**config.mk**
```make
export PLATFORM = sky130hd
export DESIGN_NAME = bin_to_bcd_seq
export DESIGN_NICKNAME = d
export VERILOG_FILES = /design/src/rtl/bin_conv_pkg.sv /design/src/rtl/bcd_digit_adj.sv /design/src/rtl/bin_to_bcd_seq.sv
export SDC_FILE = /design/constraint.sdc
export NUM_CORES = 1
export LEC_CHECK = 0
export BUFFER_PORTS_ARGS = -buffer_cell sky130_fd_sc_hd__buf_2
export CAP_MARGIN = 0
export CORE_MARGIN = 4
export CORE_UTILIZATION = 35
export CTS_CLUSTER_SIZE = 40
export DETAILED_ROUTE_END_ITERATION = 8
export GPL_ROUTABILITY_DRIVEN = 0
export SLEW_MARGIN = 10
export SYNTH_ARGS = -nofsm -noshare
export SYNTH_HDL_FRONTEND = slang
export SYNTH_SLANG_ARGS = --single-unit
```
**constraint.sdc**
```tcl
create_clock -name clk -period 1.6 [get_ports clk]
set_input_delay 0.16 -clock clk [delete_from_list [all_inputs] [get_ports clk]]
set_output_delay 0.16 -clock clk [all_outputs]
set_load 0.02 [all_outputs]
```
**src/rtl/bin_conv_pkg.sv**
```systemverilog
// Shared types and constants for the binary conversion blocks: converter FSM states,
// double-dabble adjust constants and the 7-segment {g,f,e,d,c,b,a} lookup.
package bin_conv_pkg;

   typedef enum logic [1:0] {
      IDLE,
      SHIFT,
      DONE
   } conv_state_t;

   localparam logic [3:0] BCD_ADJ_THRESH = 4'd5;
   localparam logic [3:0] BCD_ADJ_ADD    = 4'd3;

   localparam logic [6:0] SEG_0   = 7'b0111111;
   localparam logic [6:0] SEG_1   = 7'b0000110;
   localparam logic [6:0] SEG_2   = 7'b1011011;
   localparam logic [6:0] SEG_3   = 7'b1001111;
   localparam logic [6:0] SEG_4   = 7'b1100110;
   localparam logic [6:0] SEG_5   = 7'b1101101;
   localparam logic [6:0] SEG_6   = 7'b1111101;
   localparam logic [6:0] SEG_7   = 7'b0000111;
   localparam logic [6:0] SEG_8   = 7'b1111111;
   localparam logic [6:0] SEG_9   = 7'b1101111;
   localparam logic [6:0] SEG_OFF = 7'b0000000;

   // Nibbles 10..15 are not BCD and blank the digit.
   function automatic logic [6:0] seg_decode(input logic [3:0] digit);
      logic [6:0] seg;
      case (digit)
         4'd0:    seg = SEG_0;
         4'd1:    seg = SEG_1;
         4'd2:    seg = SEG_2;
         4'd3:    seg = SEG_3;
         4'd4:    seg = SEG_4;
         4'd5:    seg = SEG_5;
         4'd6:    seg = SEG_6;
         4'd7:    seg = SEG_7;
         4'd8:    seg = SEG_8;
         4'd9:    seg = SEG_9;
         default: seg = SEG_OFF;
      endcase
      return seg;
   endfunction

endpackage

```
**src/rtl/bcd_digit_adj.sv**
```systemverilog
// Double-dabble digit correction: adds 3 to a BCD digit of 5 or more so that the
// following left shift carries correctly into the next decimal digit.
module bcd_digit_adj
   import bin_conv_pkg::*;
(
   input  logic [3:0] digit,
   output logic [3:0] adj
);

   assign adj = (digit >= BCD_ADJ_THRESH) ? digit + BCD_ADJ_ADD : digit;

endmodule

```
**src/rtl/bin_to_bcd_seq.sv**
```systemverilog
// Sequential double-dabble binary-to-BCD converter, one shift step per clock, with
// valid/ready on both sides. Define BIN_TO_BCD_SEG_EN to add the registered seg_out decode.
module bin_to_bcd_seq
   import bin_conv_pkg::*;
#(
   parameter int WIDTH  = 8,
   parameter int DIGITS = 3
)(
   input  logic                  clk,
   input  logic                  rst,
   input  logic                  in_valid,
   output logic                  in_ready,
   input  logic [WIDTH-1:0]      bin_in,
   output logic                  out_valid,
   input  logic                  out_ready,
   output logic [4*DIGITS-1:0]   bcd_out,
   output logic                  ovf,
   output logic                  busy
`ifdef BIN_TO_BCD_SEG_EN
   ,
   output logic [7*DIGITS-1:0]   seg_out
`endif
);

   localparam int BW = 4*DIGITS;
   localparam int SW = BW + WIDTH;
   localparam int CW = $clog2(WIDTH+1);
   localparam logic [CW-1:0] LAST_STEP = CW'(WIDTH-1);

   conv_state_t     state, state_next;
   logic [SW-1:0]   shift_reg, shift_next;
   logic [BW-1:0]   adj_bcd;
   logic [CW-1:0]   count;
   logic            last_step;

   for (genvar i = 0; i < DIGITS; i++) begin : g_adj
      bcd_digit_adj u_adj (
         .digit (shift_reg[WIDTH+4*i +: 4]),
         .adj   (adj_bcd[4*i +: 4])
      );
   end

   assign shift_next = {adj_bcd, shift_reg[WIDTH-1:0]} << 1;
   assign last_step  = (count == LAST_STEP);

   assign in_ready  = (state == IDLE);
   assign busy      = (state == SHIFT);
   assign out_valid = (state == DONE);

   always_ff @(posedge clk or posedge rst) begin
      if (rst) state <= IDLE;
      else     state <= state_next;
   end

   always_comb begin
      state_next = state;
      case (state)
         IDLE:    if (in_valid)  state_next = SHIFT;
         SHIFT:   if (last_step) state_next = DONE;
         DONE:    if (out_ready) state_next = IDLE;
         default: state_next = IDLE;
      endcase
   end

`ifdef BIN_TO_BCD_SEG_EN
   logic [7*DIGITS-1:0] seg_next;

   always_comb begin
      seg_next = '0;
      for (int i = 0; i < DIGITS; i++)
         seg_next[7*i +: 7] = seg_decode(shift_next[WIDTH+4*i +: 4]);
   end

   always_ff @(posedge clk or posedge rst) begin
      if (rst)
         seg_out <= '0;
      else if (state == SHIFT && last_step)
         seg_out <= seg_next;
   end
`endif

   // The bit leaving the top digit is a carry past 10**DIGITS-1, so it accumulates into ovf.
   always_ff @(posedge clk or posedge rst) begin
      if (rst) begin
         shift_reg <= '0;
         count     <= '0;
         ovf       <= 1'b0;
         bcd_out   <= '0;
      end else begin
         case (state)
            IDLE: begin
               if (in_valid) begin
                  shift_reg <= {{BW{1'b0}}, bin_in};
                  count     <= '0;
                  ovf       <= 1'b0;
               end
            end
            SHIFT: begin
               shift_reg <= shift_next;
               ovf       <= ovf | adj_bcd[BW-1];
               count     <= count + CW'(1);
               if (last_step)
                  bcd_out <= shift_next[SW-1:WIDTH];
            end
            default: ;
         endcase
      end
   end

endmodule

```
==> results of run 1 <==
cell usage after synthesis:
cell      count  area, sq um
a31oi_1       1         6.26
ha_1          7         87.6
a22oi_1       7         52.6
nand2b_1      3         18.8
mux2i_1       3         30.0
a22o_1        6         52.6
clkbuf_1      2         7.51
nand2b_4      1         13.8
nor2b_1       1         6.26
xnor2_1       3         26.3
nand3_1       3         15.0
o21ai_0      17         85.1
nor3b_1       6         45.0
a21oi_1      12         60.1
nor2_1        9         33.8
mux2_2        7         78.8
nand4_1       1         6.26
dfrtp_1      39          976
nand2_1      31          116
nor3_1        3         15.0
buf_6         1         11.3
o31ai_1       1         7.51
inv_1         9         33.8
a21o_1        1         7.51
buf_2         4         20.0
nor3_4        1         16.3
power by group through the flow:
stage                     clock, uW  combinational, uW  sequential (uW)
after CTS                       679               2360             1810
after detailed placement          0               2320             1820
after floorplan                   0               1450             1970
final                           643               2330             1810
after global placement            0               2280             1810
after global routing            720               2630             1890
logic make-up after synthesis:
family	Yosys count	share of synthesized area, %
simple gates	59	15.7
compound gates	45	14.8
flops	39	53.4
buf+inv	16	3.97
mux	10	5.95
fa+ha+maj	7	4.79
xor+xnor	3	1.44
timing repair:
item / CTS / global route
hold endpoints to repair: 39 / 0
setup endpoints to repair: 2 / 5
pin swaps: 0 / 1
hold buffers: 1 / 0
resized for setup: 2 / 3
gates cloned: 0 / 0
critical path: cells and delay by family, from the launching register on:
family	cells	cell delay (ns)
mux	2	0.47
flops	1	0.42
fa+ha+maj	1	0.21
compound gates	1	0.21
simple gates	1	0.16
worst max path at each step:
stage | from | slack [ns] | cells after the start | to
after global placement | shift_reg[12] | 0.06 | 5 | bcd_out[6]
after floorplan | shift_reg[8] | 0.12 | 6 | bcd_out[2]
after global routing | shift_reg[16] | -0.009 | 6 | bcd_out[10]
after CTS | shift_reg[16] | 0.05 | 5 | bcd_out[10]
final | shift_reg[8] | 0.08 | 5 | bcd_out[2]
after detailed placement | shift_reg[12] | 0.001 | 5 | bcd_out[6]
metrics by stage:
step	std cells	util, %	worst slack (ns)	cell area (sq um)	setup TNS (ns)
after floorplan	179	-	0.123	1830	0
after global placement	280	41.5	0.0606	2110	0
after detailed placement	280	41.5	0.00114	2110	0
after CTS	289	43.5	0.0464	2210	0
after global routing	289	43.6	-0.00885	2210	-0.00885
final	289	43.6	0.0756	2210	0
routing by layer:
| metal | GRT usage [%] | up-vias |
|---|---|---|
| met5 | 0 | - |
| met4 | 5.07 | 0 |
| met3 | 4.26 | 6 |
| met2 | 20.9 | 22 |
| met1 | 15.4 | 651 |
| li1 | - | 699 |
cell type report:
| cell class | count | area (sq um) | area share, % |
|---|---|---|---|
| Multi-Input combinational cell | 124 | 795 | 35.9 |
| Inverter | 9 | 33.8 | 1.53 |
| Sequential cell | 39 | 977 | 44.1 |
| Timing Repair Buffer | 39 | 240 | 10.8 |
| Tap cell | 70 | 87.6 | 3.95 |
| Clock buffer | 7 | 76.3 | 3.45 |
| Clock inverter | 1 | 5.00 | 0.226 |
==> out/results.ini, run 1 <==
[global_route]
grt_use_total_pct = 12.8
antenna_found_initial = 0
grt_pass1_vias = 1374
grt_max_degree = 40
grt-ovfl-total = 0
grt_pass1_wl_microns = 6260

[drt]
met2_length_microns = 1750
ant_nets = 0
drt-met1-wl_microns = 1630
drt-pass1-iter-count = 4
drt-total-wl_microns = 3610
first_iter_violations = 24
vias_per_cell = 4.77
avgRoutedWirePerCell_microns = 12.5
wl_met3_microns = 169
routed.top_layer = met4
vias = 1378
drc = 0

[worst_setup_path]
rr_endpoint = bcd_out[2]
slowest_stage = dfrtp_1
r2r_cells = 5
regToRegSetupSlack_ns = 0.08
cp.required_ns = 1.83
critPathKind = reg -> reg
cp_slowest_stage_delay_ns = 0.42
cp_max_fo = 4
crit_arrival_ns = 1.76
endpoint_kind = flop
cp-start-kind = flop
r2r_start = shift_reg[8]
worstPathCellList = ha_1 > nand2b_1 > a21oi_2 > mux2i_1 > mux2_2

[clock_tree]
clkTransAtPathRegs_ns = 0.07
htreeDepth = 2
tritoncts = built
clock_path_buffers = 2
numCtsBuffers = 5
clock-sinks = 39
clockRootBuffer = clkbuf_8
postCtsSetupBuffers = 0
clkLatencyLatePin_ns = 0.29

[timing]
fmax_mhz = 656
slew-limit-headroom_pct = 67.1
period_share_pct = 95.3
setup_viol = 0
fin_skew_ns = 0.00388
drv_slew = 0
final_hold_viol_count = 0
finalCriticalPeriod_ns = 1.52
worst_pin_slew_ns = 0.493
holdWs_ns = 0.0731

[yosys]
syn-cell-area_sq_um = 1830
synthCells = 179
synth_seq_cells = 39
syn_nets = 198
ys_seq_area_share_pct = 53.4
syn_area_per_cell_sq_um = 10.2
yosys_warnings = 0
yosys.cell_types.count = 26

[placement]
dp.final_hpwl_microns = 2490
numPortBuffers = 27

[die]
initial_core_util_pct = 36.0
die_x_microns = 80.3
rows = 26
die_h_microns = 80.3
fp.dieArea_sq_um = 6450
pin_count = 28
coreArea_sq_um = 5070

[power]
pwr-share-clk_pct = 13.4
max-vdd-ir-drop_uv = 972
p_sw_share_pct = 41.6
power_frac_seq_pct = 37.9
p_sw_uw = 1990
intPower_uw = 2800
p_leak_uw = 0.00105
total_power_uw = 4790
comb_power_share_pct = 48.7
p_per_area_nw_per_um2 = 2160

[final_layout]
diodes = 0
fill_cells = 531
drive_gt1_share_pct = 26.5
largest_reg_flops = 20
final_cell_mix = 38 x dfrtp_1, 31 x nand2_1, 27 x buf_2, 17 x o21ai_0, 10 x buf_4
num-nets-final = 237
layout_commonest_cell = dfrtp_1
area.growth.synth_to_final_pct = 21.1

[flow_run]
max_cap_violations = 0

[hold_path]
holdPathStages = 3
worstHoldStart = bin_in[0]
hp-class = in -> reg
worstHoldEndpoint = shift_reg[0]

[outcome]
outcome = completed

Power figures use the tool's default switching activity.
==> run 2: changes to the inputs <==
Settings changed: CORE_MARGIN 4 to 1.5, HOLD_SLACK_MARGIN from default to 0.08.
Clock period 1.6 ns to 1.97 ns, I/O delays scaled along.
==> out/results.ini, run 2 (synthesis results as in run 1) <==
[final_layout]
final_cell_mix = 39 x dfrtp_1, 31 x nand2_1, 27 x buf_2, 17 x o21ai_0, 12 x a21oi_1  ; was 38 x dfrtp_1, 31 x nand2_1, 27 x buf_2, 17 x o21ai_0, 10 x buf_4
finalInstanceArea_sq_um = 2160  ; was 2210 sq um
num-nets-final = 233  ; was 237
fill_cells = 514  ; was 531
largest_reg_flops = 20  ; unchanged
layout_commonest_cell = dfrtp_1  ; unchanged
area.growth.synth_to_final_pct = 17.9  ; was 21.1%
regArea_sq_um = 976  ; was 977 sq um
diodes = 0  ; unchanged
multi_input_area_sq_um = 781  ; was 795 sq um
drive_gt1_share_pct = 22.8  ; was 26.5%
stdcell_count = 285  ; was 289

[worst_setup_path]
crit_end = shift_reg[5]  ; was bcd_out[2]
crit_buf_inv = 2  ; was 0
cp_max_fo = 14  ; was 4
critPathTopFamily = simple AND/OR/NAND/NOR gates  ; was multiplexers
critical_path_depth = 6  ; was 5
cpMostUsedCell = nand2_1
cp_slowest_stage_delay_ns = 0.75  ; was 0.42 ns
cp-start-kind = flop  ; unchanged
critPathKind = reg -> reg  ; unchanged
rr_endpoint = shift_reg[5]  ; was bcd_out[2]
cp.required_ns = 2.20  ; was 1.83 ns
crit_arrival_ns = 2.01  ; was 1.76 ns
worstPathCellList = nand2b_4 > inv_1 > nor2_1 > buf_4 > nand2_1 > nand2_1  ; was ha_1 > nand2b_1 > a21oi_2 > mux2i_1 > mux2_2
endpoint_kind = flop  ; unchanged
critPathLaunch = state[0]  ; was shift_reg[8]
regToRegSetupSlack_ns = 0.18  ; was 0.08 ns
r2r_start = state[0]  ; was shift_reg[8]
r2r_cells = 6  ; was 5
slowest_stage = nor2_1  ; was dfrtp_1

[drt]
vias_per_cell = 4.76  ; was 4.77
avgRoutedWirePerCell_microns = 12.2  ; was 12.5 microns
drt-pass1-iter-count = 4  ; unchanged
first_iter_violations = 46  ; was 24
drt-total-wl_microns = 3470  ; was 3610 microns
drc = 0  ; unchanged
vias = 1358  ; was 1378
ant_nets = 0  ; unchanged

[placement]
dp.final_hpwl_microns = 2390  ; was 2490 microns
dpl.cell_count = 276  ; was 280
postPlaceCellArea_sq_um = 2070  ; was 2110 sq um
numPortBuffers = 27  ; unchanged

[die]
initial_core_util_pct = 36.0  ; unchanged
fp.dieArea_sq_um = 5670  ; was 6450 sq um
die_x_microns = 75.3  ; was 80.3 microns
pin_count = 28  ; unchanged
coreArea_sq_um = 5070  ; unchanged
rows = 26  ; unchanged
die_h_microns = 75.3  ; was 80.3 microns

[clock_tree]
clock_path_buffers = 2  ; unchanged
clkTransAtPathRegs_ns = 0.07  ; about the same
cts-hold-fix-buffers = 1  ; unchanged
postCtsSetupBuffers = 0  ; unchanged
clockRootBuffer = clkbuf_8  ; unchanged
numCtsBuffers = 5  ; unchanged
cts_resized = 0  ; was 2
tritoncts = built  ; unchanged
clock-sinks = 39  ; unchanged
clkLatencyLatePin_ns = 0.29  ; about the same
htreeDepth = 2  ; unchanged

[timing]
fmax_mhz = 560  ; was 656 MHz
worst_pin_slew_ns = 0.979  ; was 0.493 ns
drv_slew = 0  ; unchanged
rsz0062_at_grt = no
final_hold_viol_count = 0  ; unchanged
setup-tns-final_ns = 0  ; unchanged
fin_skew_ns = 0.00475  ; was 0.00388 ns
setup_viol = 0  ; unchanged
finalCriticalPeriod_ns = 1.79  ; was 1.52 ns
period_share_pct = 90.6  ; was 95.3%
slew-limit-headroom_pct = 34.5  ; was 67.1%

[power]
p_per_area_nw_per_um2 = 1740  ; was 2160 nW/um^2
total_power_uw = 3750  ; was 4790 uW
p_sw_uw = 1570  ; was 1990 uW
p_leak_uw = 0.00103  ; was 0.00105 uW
max-vdd-ir-drop_uv = 745  ; was 972 uV
power_frac_seq_pct = 39.2  ; was 37.9%
comb_power_share_pct = 47.2  ; was 48.7%
intPower_uw = 2180  ; was 2800 uW
p_sw_share_pct = 41.8  ; was 41.6%
pwr-share-clk_pct = 13.6  ; was 13.4%

[global_route]
grt-ovfl-total = 0  ; unchanged
grt_pass1_vias = 1238  ; was 1374
grt_pass1_wl_microns = 5750  ; was 6260 microns
grt_use_total_pct = 13.8  ; was 12.8%
grt_max_degree = 40  ; unchanged
antenna_found_initial = 0  ; unchanged

[hold_path]
hp-class = in -> reg  ; unchanged

[outcome]
outcome = completed  ; unchanged

[flow_run]
max_cap_violations = 0  ; unchanged

run 2: per-stage QoR:
stage | hold slack [ns] | util [%] | worst slack [ns]
2_1_floorplan | 0.314 | - | 0.493
3_3_place_gp | 0.346 | 40.7 | 0.224
3_5_place_dp | 0.346 | 40.7 | 0.178
4_1_cts | 0.103 | 42.5 | 0.176
5_1_grt | 0.115 | 42.5 | 0.0373
6_report | 0.113 | 42.5 | 0.185
run 2: worst register-to-register path: cells and delay by family, from the launching register on:
kind / cells / cell delay [ns]
and+or+nand+nor: 4 / 0.96
DFF: 1 / 0.43
buffers and inverters: 2 / 0.34
run 2: power by group through the flow:
stage / sequential [uW] / combinational, uW / clock (uW)
detailed placement: 1480 / 1790 / 0
CTS: 1470 / 1800 / 531
finish: 1470 / 1770 / 511
global route: 1530 / 1990 / 575
global placement: 1480 / 1760 / 0
floorplan: 1600 / 1180 / 0
run 2: how the worst min path moves through the flow:
stage | from | to | slack [ns] | depth (start not counted)
2_1_floorplan | bin_in[0] | shift_reg[0] | 0.31 | 2
3_3_place_gp | rst | bcd_out[1] | 0.35 | 3
3_5_place_dp | rst | bcd_out[1] | 0.35 | 3
4_1_cts | bin_in[0] | shift_reg[0] | 0.10 | 3
5_1_grt | bin_in[2] | shift_reg[2] | 0.12 | 3
6_report | bin_in[0] | shift_reg[0] | 0.11 | 3
run 2: layout make-up:
cell class,count,share of cell area [%]
clock buffers,7,3.54
clock inverters,1,0.232
flip-flops and latches,39,45.2
multi-input cells,124,36.2
repair buffers,35,9.16
inverters,9,1.57
well taps,70,4.06
run 2: metal layers:
| metal | routed length [microns] | vias up | track usage (%) |
|---|---|---|---|
| li1 | - | 686 | - |
| met1 | 1750 | 644 | 18.5 |
| met2 | 1530 | 22 | 20.4 |
| met3 | 135 | 6 | 4.63 |
| met4 | 53 | 0 | 5.95 |
| met5 | 0 | - | 0 |
==> run 3: changes to the inputs <==
Clock period 1.97 ns to 1.6 ns, I/O delays scaled along.
==> out/results.ini, run 3 (synthesis results as in run 1) <==
[die]
rows = 26  ; unchanged
pin_count = 28  ; unchanged
die_x_microns = 75.3  ; unchanged
coreArea_sq_um = 5070  ; unchanged
initial_core_util_pct = 36.0  ; unchanged
die_h_microns = 75.3  ; unchanged
fp.dieArea_sq_um = 5670  ; unchanged

[global_route]
grt_pass1_wl_microns = 5980  ; was 5750 microns
antenna_found_initial = 0  ; unchanged
grt_use_total_pct = 14.1  ; was 13.8%
grt-ovfl-total = 0  ; unchanged
grt_pass1_vias = 1322  ; was 1238
grt_max_degree = 40  ; unchanged

[timing]
finalCriticalPeriod_ns = 1.56
period_share_pct = 97.2
holdWs_ns = 0.0868  ; was 0.113 ns
slew-limit-headroom_pct = 67.0  ; was 34.5%
fin_skew_ns = 0.0107  ; was 0.00475 ns
fmax_mhz = 643
rsz0062_at_grt = yes  ; was no
drv_slew = 0  ; unchanged
setup-tns-final_ns = 0  ; unchanged
setup_viol = 0  ; unchanged
worst_pin_slew_ns = 0.495  ; was 0.979 ns
setup_slack_ns = 0.0446  ; was 0.185 ns
final_hold_viol_count = 0  ; unchanged

[placement]
dp.final_hpwl_microns = 2330  ; was 2390 microns
postPlaceCellArea_sq_um = 2110  ; was 2070 sq um
numPortBuffers = 27  ; unchanged
place_ws_ns = -0.256  ; was 0.178 ns

[clock_tree]
clkTransAtPathRegs_ns = 0.07  ; about the same
htreeDepth = 2  ; unchanged
clock-sinks = 39  ; unchanged
postCtsSetupBuffers = 0  ; unchanged
tritoncts = built  ; unchanged
numCtsBuffers = 5  ; unchanged
clock_path_buffers = 2  ; unchanged
clockRootBuffer = clkbuf_8  ; unchanged
clkLatencyLatePin_ns = 0.29  ; about the same

[drt]
drc = 0  ; unchanged
vias_per_cell = 4.74  ; was 4.76
ant_nets = 0  ; unchanged
first_iter_violations = 80  ; was 46
drt-total-wl_microns = 3470  ; unchanged
avgRoutedWirePerCell_microns = 11.9  ; was 12.2 microns
drt-pass1-iter-count = 4  ; unchanged
vias = 1378  ; was 1358

[outcome]
outcome = completed  ; unchanged

[worst_setup_path]
worstPathCellList = nand2b_4 > inv_1 > buf_6 > buf_2  ; was nand2b_4 > inv_1 > nor2_1 > buf_4 > nand2_1 > nand2_1
endpoint_kind = output pin  ; was flop
cp_slowest_stage_delay_ns = 0.40  ; was 0.75 ns
cp.required_ns = 1.44  ; was 2.20 ns
cp_max_fo = 22  ; was 14
crit_arrival_ns = 1.40  ; was 2.01 ns
slowest_stage = dfrtp_1  ; was nor2_1
cp-start-kind = flop  ; unchanged
critPathKind = reg -> out  ; was reg -> reg
crit_buf_inv = 3  ; was 2
critPathTopFamily = buffers and inverters  ; was simple AND/OR/NAND/NOR gates

[final_layout]
diodes = 0  ; unchanged
final_cell_mix = 37 x dfrtp_1, 31 x nand2_1, 27 x buf_2, 17 x o21ai_0, 10 x buf_4  ; was 39 x dfrtp_1, 31 x nand2_1, 27 x buf_2, 17 x o21ai_0, 12 x a21oi_1
fin_util_pct = 45.2  ; was 42.5%
layout_commonest_cell = dfrtp_1  ; unchanged
fill_cells = 490  ; was 514
area.growth.synth_to_final_pct = 25.4  ; was 17.9%
finalInstanceArea_sq_um = 2290  ; was 2160 sq um
drive_gt1_share_pct = 29.9  ; was 22.8%
num-nets-final = 239  ; was 233
largest_reg_flops = 20  ; unchanged

[hold_path]
hp-class = in -> reg  ; unchanged

[power]
p_leak_uw = 0.00108  ; was 0.00103 uW
max-vdd-ir-drop_uv = 1180  ; was 745 uV
p_per_area_nw_per_um2 = 2210  ; was 1740 nW/um^2

[flow_run]
max_cap_violations = 0  ; unchanged

==> run 3: cell types whose count changed in the layout (fill, tap and decap cells not counted), moves of 2 or more <==
cell | before | now
a21oi_1 | 12 | 9
buf_4 | 7 | 10
buf_6 | 0 | 3
a21oi_2 | 0 | 2
clkbuf_1 | 2 | 0
dfrtp_1 | 39 | 37
dfrtp_2 | 0 | 2
==> run 3: per-layer routing <==
layer  part of all wire, %  GRT usage, %  vias to the layer above
li1                      -             -                      705
met1                    52          18.9                      641
met2                    43          21.8                       27
met3                   3.2          4.37                        5
met4                   1.4          4.76                        0
met5                     0             0                        -
==> run 3: final cells by class <==
cell class              instances  area [sq um]  area share (%)
flip-flops and latches         39           978            42.7
multi-input cells             124           822            35.8
inverters                       9          33.8            1.47
repair buffers                 41           254            11.1
well taps                      70          87.6            3.82
clock buffers                   6          82.6            3.60
clock inverters                 2          35.0            1.53
==> run 3: report_power, final <==
group / switching (uW) / internal (uW)
registers: 371 / 1460
clock network: 339 / 505
logic: 1310 / 1070
total: 2020 / 3030
==> run 3: worst reg2reg max path, stage by stage (launching register included) <==
cell and delay [ns]:
dfrtp_1 0.40, nand2b_4 0.15, buf_4 0.18, nor3_4 0.20
buf_6 0.16, mux2_2 0.34
==> run 3: per-stage QoR <==
step                total power [uW]  instances
floorplan                       3420        179
global placement                4060        282
detailed placement              4110        282
CTS                             4990        291
global route                    5510        291
finish                          5060        291
==> run 3: repair_timing <==
action	4_1_cts	5_1_grt
pin swaps	0	2
gates cloned	0	0
resized for setup	2	13
hold buffers	1	0
endpoints found under the hold margin	39	0
setup endpoints to repair	21	22
==> run 3: worst paths after layout <==
check | depth (start not counted) | slack [ns] | start | end
worst max-delay path | 4 | 0.04 | state[1] | busy
worst min-delay path | 3 | 0.09 | bin_in[3] | shift_reg[3]
worst max register to register | 5 | 0.05 | state[1] | bcd_out[1]
worst min register to register | 2 | 0.48 | shift_reg[4] | shift_reg[4]
max in group asynchronous | 4 | 0.71 | rst | shift_reg[16]
min in group asynchronous | 4 | 0.52 | rst | bcd_out[4]
